[src/rtl/cpu_types_pkg.sv]
// Shared CPU-side types: machine word, RAM handshake state and RAM arbiter FSM states.
package cpu_types_pkg;

  typedef logic [31:0] word_t;

  typedef enum logic [1:0] {
    FREE   = 2'd0,
    BUSY   = 2'd1,
    ACCESS = 2'd2,
    ERROR  = 2'd3
  } ramstate_t;

  typedef enum logic [1:0] {
    IDLE  = 2'd0,
    GNT_I = 2'd1,
    GNT_D = 2'd2
  } arb_state_t;

endpackage

[src/rtl/arb_watchdog.sv]
// Grant watchdog: counts granted cycles without ACCESS and aborts a grant that hangs.
module arb_watchdog #(
  parameter int unsigned TIMEOUT_CYC = 64
) (
  input  logic clk,
  input  logic rst,
  input  logic active,
  input  logic access,
  output logic expire,
  output logic timeout
);
  localparam int unsigned WDW = (TIMEOUT_CYC > 0) ? $clog2(TIMEOUT_CYC + 1) : 1;

  logic [WDW-1:0] wd_cnt;

  // The arbiter always passes through IDLE between grants, so !active doubles as grant-entry clear.
  assign expire = (TIMEOUT_CYC != 0) && active && !access && (wd_cnt == WDW'(TIMEOUT_CYC - 1));

  always_ff @(posedge clk) begin
    if (rst) begin
      wd_cnt  <= '0;
      timeout <= 1'b0;
    end else begin
      timeout <= expire;
      if (!active || access) wd_cnt <= '0;
      else                   wd_cnt <= wd_cnt + WDW'(1);
    end
  end

endmodule

[src/rtl/ram_arbiter.sv]
// Arbitrates the single RAM port between instruction fetch and data access; data wins,
// fetch is forced after STARVE_MAX consecutive data grants while it waits.
module ram_arbiter
  import cpu_types_pkg::*;
#(
  parameter int unsigned STARVE_MAX  = 4,
  parameter int unsigned TIMEOUT_CYC = 64
) (
  input  logic        CLK,
  input  logic        RST,
  input  logic        iREN,
  input  logic [31:0] iaddr,
  output logic        iwait,
  output logic [31:0] iload,
  input  logic        dREN,
  input  logic        dWEN,
  input  logic [31:0] daddr,
  input  logic [31:0] dstore,
  output logic        dwait,
  output logic [31:0] dload,
  output logic        ramREN,
  output logic        ramWEN,
  output logic [31:0] ramaddr,
  output logic [31:0] ramstore,
  input  logic [31:0] ramload,
  input  logic [1:0]  ramstate,
  output logic        timeout
);
  arb_state_t state, next_state;
  ramstate_t  rs;
  logic [3:0] starve_cnt;
  logic       d_req, starved, granted, access, wd_expire, i_done, d_done;

  assign rs      = ramstate_t'(ramstate);
  assign d_req   = dREN | dWEN;
  assign starved = iREN && (starve_cnt == 4'(STARVE_MAX));
  assign granted = (state != IDLE);
  assign access  = (rs == ACCESS);
  assign i_done  = (state == GNT_I) && access && iREN;
  assign d_done  = (state == GNT_D) && access && d_req;

  assign iload = ramload;
  assign dload = ramload;
  assign iwait = iREN  & ~((state == GNT_I) & access);
  assign dwait = d_req & ~((state == GNT_D) & access);

  arb_watchdog #(
    .TIMEOUT_CYC(TIMEOUT_CYC)
  ) u_watchdog (
    .clk    (CLK),
    .rst    (RST),
    .active (granted),
    .access (access),
    .expire (wd_expire),
    .timeout(timeout)
  );

  always_ff @(posedge CLK) begin
    if (RST) state <= IDLE;
    else     state <= next_state;
  end

  always_comb begin
    next_state = state;
    ramREN     = 1'b0;
    ramWEN     = 1'b0;
    ramaddr    = '0;
    ramstore   = '0;
    unique case (state)
      IDLE: begin
        if (d_req && !starved) next_state = GNT_D;
        else if (iREN)         next_state = GNT_I;
      end
      GNT_I: begin
        ramaddr = iaddr;
        ramREN  = iREN;
        if (!iREN || access || rs == ERROR || wd_expire) next_state = IDLE;
      end
      GNT_D: begin
        ramaddr  = daddr;
        ramstore = dstore;
        ramWEN   = dWEN;
        ramREN   = dREN & ~dWEN;
        if (!d_req || access || rs == ERROR || wd_expire) next_state = IDLE;
      end
      default: next_state = IDLE;
    endcase
  end

  // Only completed accesses move the counter; aborts, errors and timeouts leave it alone.
  always_ff @(posedge CLK) begin
    if (RST)                           starve_cnt <= '0;
    else if (i_done)                   starve_cnt <= '0;
    else if (state == IDLE && !iREN)   starve_cnt <= '0;
    else if (d_done && iREN && starve_cnt != 4'(STARVE_MAX))
                                       starve_cnt <= starve_cnt + 4'd1;
  end

endmodule

[config.mk]
export PLATFORM = sky130hd
export DESIGN_NAME = ram_arbiter
export DESIGN_NICKNAME = d
export VERILOG_FILES = /design/src/rtl/cpu_types_pkg.sv /design/src/rtl/arb_watchdog.sv /design/src/rtl/ram_arbiter.sv
export SDC_FILE = /design/constraint.sdc
export NUM_CORES = 1
export LEC_CHECK = 0
export ABC_AREA = 1
export CAP_MARGIN = 10
export CORE_AREA = 2 2 105 107
export CTS_CLUSTER_DIAMETER = 30
export CTS_CLUSTER_SIZE = 24
export DETAILED_ROUTE_END_ITERATION = 16
export DIE_AREA = 0 0 107 109
export HOLD_SLACK_MARGIN = 0.1
export PLACE_DENSITY = 0.74
export SYNTH_ARGS = -nofsm -noshare
export SYNTH_HDL_FRONTEND = slang
export SYNTH_HIERARCHICAL = 1
export SYNTH_SLANG_ARGS = --single-unit
[constraint.sdc]
create_clock -name CLK -period 2.8 [get_ports CLK]
set_clock_uncertainty 0.1 [all_clocks]
set_input_delay 0.56 -clock CLK [delete_from_list [all_inputs] [get_ports CLK]]
set_output_delay 0.56 -clock CLK [all_outputs]
set_load 0.02 [all_outputs]
* Yosys cells after proc, flatten, opt, wreduce, memory -nomap -nowiden
Index checks and enable logic that the tools add are counted.
** Storage, ports and cells
- Bits in registers :: 14
- Output and inout bits :: 133
- Input bits :: 135
** Operators by class
- Multiplexer cells :: 9
- Add/subtract/negate cells :: 2
- Reduce and logical (&&, ||, !) cells :: 28
- Equality and inequality tests :: 10
- Bitwise operators :: 9
** Operators by type and width (number)
- 32-bit case mux with 2 select lines :: 1
- 32-bit two-way mux :: 1
- 1-bit logical AND :: 11
- 2-bit two-way mux :: 4
- 7-bit by 1-bit adder with 7-bit output, second input constant :: 1
- 7-bit by 6-bit == test with 1-bit output, second input constant :: 1
- 1-bit logical OR :: 7
- 2-bit == test, second input constant :: 3
- 2-bit case mux with 3 select lines :: 1
- 1-bit AND :: 5
- 1-bit logical NOT :: 5
- 4-bit by 1-bit adder with 4-bit output, second input constant :: 1
- 4-bit by 3-bit == test with 1-bit output, second input constant :: 1
- 2-bit by 1-bit inequality test with 1-bit output, second input constant :: 2
- 4-bit by 3-bit inequality test with 1-bit output, second input constant :: 1
- 3-bit inequality test, second input constant :: 1
- 1-bit NOT :: 3
- 3-bit AND reduction :: 1
- 3-bit OR reduction :: 1
- 2-bit by 1-bit == test with 1-bit output, second input constant :: 1
- 2-bit logical NOT :: 1
- 1-bit case mux with 2 select lines :: 1
- 2-bit nonzero test :: 1
- 2-bit OR reduction :: 1
- 2 further kinds :: 2

* Logic depth before layout (Yosys ltp)
- Word-level depth :: 7
- Gate-level depth with buffers :: 13
- Gate-level depth less buffers :: 13

* Hierarchy
The synthesis kept the hierarchy.
** By module, submodules not included
- ram_arbiter :: instances 1, cells an instance 317, area each 1670.4 um^2
- arb_watchdog :: instances 1, cells an instance 52, area each 364.1 um^2

* Worst setup path before layout
No wires, ideal clock.
- Path type :: register -> output
- Start point :: register state[0]
- End point :: output ramaddr[0]
- Cell stages (with the launch flop) :: 7
- Setup slack :: 0.816 ns
- Buffers on the path :: 2
- Arrival :: 1.324 ns
- Cells stage by stage :: dfxtp_1 inv_1 ha_1 buf_2 buf_2 nand2_1 a21oi_1
** On the way
- Word-level cells in the longest chain between the ends :: 2
- Elaborated cells on any way between the ends :: 3
- Those cells by class :: eq/ne (2); mux (1)
** Ends and longest elaborated chain
- from (decl) :: line ram_arbiter.sv:29 : arb_state_t state, next_state;
- from (signal assigned) :: line ram_arbiter.sv:60 : else state <= next_state;
- 2-bit == test or 2-bit by 1-bit == test with 1-bit output (tied branches) :: line ram_arbiter.sv:69 : unique case (state)
- 32-bit case mux with 2 select lines (*) :: line ram_arbiter.sv:69
- to (decl) :: line ram_arbiter.sv:23 : output logic [31:0] ramaddr,
Every way passes the cells marked *; elsewhere a longest branch is shown, timed or not.

* Worst setup path in the final report
- Start point :: register state[0]
- End point :: output ramaddr[23]
Same word-level chain as after synthesis.

==> impl_summary.txt <==
----------------------------------------------------
[STA]
  Worst slew margin relative to its limit ... 0.7429
  Slew at the pin closest to its max-slew limit ... 0.3844 ns
  Max-slew violation count ... 0
  Number of hold violations in the final report ... 0
  Crit path time final ... 2.709 ns
  Tightest hold margin ... 0.3769 ns
  Final setup violation count ... 0
  Unrepaired setup endpoints after global routing ... false
  Tcrit/Tclk final ... 0.9675
  Highest clock rate ... 0.3691 GHz
  Sum of negative setup slack ... 0 ns

[Critical path]
  Worst setup SP type ... register
  Critical path cell sequence ... inv_1, ha_1, inv_1, buf_4, a21oi_1, clkdlybuf4s50_1
  Crit Path Category ... reg -> out
  Top fanout value on the critical path ... 25
  Reg-to-reg setup timing slack ... 1.18 ns
  Slowest cell on the critical path ... sky130_fd_sc_hd__clkdlybuf4s50_1
  Critical path endpoint category ... output port
  Largest stage delay on the critical path ... 0.65 ns
  Dominant cell type by count on the critical path ... sky130_fd_sc_hd__inv_1
  Launch instance of the worst register-to-register path ... state[0]
  Data arrival, critical path ... 2.05 ns
  Register-to-Register Path Depth ... 11
  Worst EP required ... 2.14 ns
  Endpoint of the most critical register-to-register path ... state[1]

[Yosys]
  Cell area after technology mapping ... 2034 um^2
  Number of warnings issued by yosys ... 6
  Distinct cell type count after synthesis ... 21
  Leading cell types by total area after synthesis ... sky130_fd_sc_hd__nand2_1 25%, sky130_fd_sc_hd__buf_4 24%, sky130_fd_sc_hd__dfxtp_1 14%, sky130_fd_sc_hd__inv_1 11%, sky130_fd_sc_hd__a21oi_1 9.8%
  Sequential share of the synthesized area ... 0.1378
  Multiplexer share of the synthesized area ... 0
  Post-synthesis xor/xnor area fraction ... 0.004305
  Synthesized netlist net count ... 510
  Avg Cell Area, Syn ... 5.513 um^2
  Area share of the largest cell type after synthesis ... 0.2528
  Combinational family with the most area after synthesis ... buffers and inverters
  Number of instances in the synthesized netlist ... 369
  Synthesized-area fraction occupied by and/or/nand/nor cells ... 0.3364
  Number of storage elements in the synthesis netlist ... 14
  Synth Area in Compound Gates ... 0.1058
  Share of synthesized cell area in full adder, half adder and majority cells ... 0.03690
  Post-synth top area cell ... sky130_fd_sc_hd__nand2_1

[Detailed routing]
  Detail-routed via count per cell ... 4.176
  Met3 Routed Length ... 1552 um
  Remaining antenna violation count ... 0
  Total DRC errors in the routed layout ... 0
  Vias after detailed routing ... 2556
  Top Layer Used ... met5
  Starting DRC count in detailed routing ... 182
  Sum of routed wire length over all layers ... 9385 um
  Number of iterations in the first detailed-routing pass ... 4
  M1 wire length ... 3558 um
  WL/cell ... 15.33 um
  Routed length on met2 ... 4177 um

[Layout]
  Number of filler instances in the final layout ... 1133
  Number of nets in the finished design ... 614
  Area taken by flip-flops and latches ... 280.3 um^2
  Diode count ... 0
  Leading cell type in the layout, fill and taps excluded ... sky130_fd_sc_hd__clkdlybuf4s50_1
  Total area of multi-input combinational cells ... 985.9 um^2
  Fraction of final layout cells sized beyond drive strength 1 ... 0.04449
  Relative area change from synthesis to final layout ... 73.74%
  Commonest non-fill, non-tap cells in the layout ... 155 x sky130_fd_sc_hd__clkdlybuf4s50_1, 137 x sky130_fd_sc_hd__nand2_1, 58 x sky130_fd_sc_hd__inv_1
  Design area ... 3535 um^2

[Clocking]
  Root buffer cell ... sky130_fd_sc_hd__clkbuf_8
  Source-to-sink clock delay at the later pin of the worst-skew pair ... 0.25 ns
  TritonCTS clock tree ... done
  Sink count of the clock tree ... 14
  Number of CTS-inserted buffers ... 3
  Number of buffers inserted by hold repair at cts ... 0
  CTS H-Tree Depth ... 1
  Maximum number of buffers from clock root to sink ... 2
  Clock edge transition at the registers on the reported setup and hold paths ... 0.06 ns

[Placement]
  Cell area reported after detailed placement ... 3446 um^2
  Gpl congestion ... 0.7930
  Final HPWL DP ... 7672 um
  Buffers added on ports ... 171

[Die]
  Initial Utilization ... 0.1919
  Top-level I/O count ... 268
  Placement Rows ... 38
  Total Die Area ... 11660 um^2
  Die Span Y ... 109 um
  Floorplan core area ... 10600 um^2
  Chip Width ... 107 um

[Global route]
  Number of global-route vias before repair ... 2451
  First-pass GRT wire length ... 12940 um
  Overall global routing resource usage ... 0.1442
  Overflow left after global routing ... 0
  Pin count of the biggest net entering global routing ... 47
  Antenna violations before repair ... 1

[Worst hold path]
  Cell depth of the worst min-delay path ... 1
  Source of the worst hold timing path ... u_watchdog/wd_cnt[0]
  Hold EP ... u_watchdog/wd_cnt[0]
  Class of the tightest hold or removal check ... reg -> reg

[Status]
  Result of the run ... complete, no violations

[Pwr]
  Worst IR Drop VDD ... 0.2639 mV
  Cell area power density ... 293.9 nW/um^2
  Leakage ... 1.754 nW

[Flow run]
  Max-cap violations ... 0

----------------------------------------------------
==> routing by layer <==
layer  track usage  up-vias
met5             0        -
met2        0.2216      184
met4       0.03432        2
met3       0.09683       15
met1        0.1657     1113
li1              -     1242
==> report_power, final <==
| group | total [mW] | switching, mW | internal (mW) |
|---|---|---|---|
| registers | 0.209 | 0.00429 | 0.204 |
| logic | 0.631 | 0.322 | 0.309 |
| clock network | 0.199 | 0.0743 | 0.125 |
| total | 1.04 | 0.400 | 0.638 |
==> area by class of cell <==
class | instances | area share
Multi-Input combinational cell | 218 | 0.2789
Sequential cell | 14 | 0.07929
Tap cell | 140 | 0.04956
Inverter | 58 | 0.06159
Clock buffer | 4 | 0.01558
Timing Repair Buffer | 178 | 0.5150
==> sequential cells by signal, summed over array words and instances, names as in the netlist <==
name,cells
u_watchdog/wd_cnt,7
starve_cnt,4
state,2
u_watchdog/timeout,1
==> stage by stage <==
stage | power, mW | instances | setup slack (ns) | utilization
floorplan | 0.6152 | 369 | 0.8155 | -
global placement | 0.8430 | 608 | 0.1107 | 0.3250
detailed placement | 0.8460 | 608 | 0.1039 | 0.3250
CTS | 1.048 | 612 | 0.03102 | 0.3300
global route | 1.103 | 612 | 0.002904 | 0.3334
finish | 1.039 | 612 | 0.09093 | 0.3334
==> critical path: cells and delay by family, from the launching register on <==
kind | cells | cell delay [ns]
buf+inv | 4 | 1.00
flops | 1 | 0.36
fa+ha+maj | 1 | 0.28
compound gates | 1 | 0.15
==> Yosys cell counts <==
cell / count
sky130_fd_sc_hd__buf_2: 10
sky130_fd_sc_hd__dfxtp_1: 14
sky130_fd_sc_hd__or2_2: 1
sky130_fd_sc_hd__nand2_2: 1
sky130_fd_sc_hd__nand4_1: 2
sky130_fd_sc_hd__nand3_1: 10
sky130_fd_sc_hd__a21oi_1: 40
sky130_fd_sc_hd__buf_4: 65
sky130_fd_sc_hd__nor2_2: 3
sky130_fd_sc_hd__xor2_1: 1
sky130_fd_sc_hd__ha_1: 6
sky130_fd_sc_hd__inv_1: 58
sky130_fd_sc_hd__nor3_2: 1
sky130_fd_sc_hd__nor2_4: 1
sky130_fd_sc_hd__o211ai_1: 1
sky130_fd_sc_hd__buf_1: 3
sky130_fd_sc_hd__nand3_2: 1
sky130_fd_sc_hd__clkbuf_1: 1
sky130_fd_sc_hd__nor2_1: 12
sky130_fd_sc_hd__o21a_1: 1
sky130_fd_sc_hd__nand2_1: 137
==> worst max path at each step <==
stage,from,to,cells after the start
4_1_cts,state[0],ramaddr[24],6
3_3_place_gp,ramstate[0],iwait,8
6_report,state[0],ramaddr[23],6
3_5_place_dp,ramstate[0],iwait,8
2_1_floorplan,state[0],ramaddr[0],6
5_1_grt,state[0],ramstore[6],6
==> kinds of logic after synthesis <==
logic type,count (synthesis)
buffers and inverters,137
AO/OA/AOI/OAI,42
XOR/XNOR,1
flip-flops,14
AND/OR/NAND/NOR,169
adder cells (fa/ha/maj),6
==> repair_timing <==
action,CTS,global route
resized for setup,2,14
setup buffers,0,0
cloned,0,0
setup endpoints to repair,2,23
Note: power is estimated with default switching activity, not from simulation.
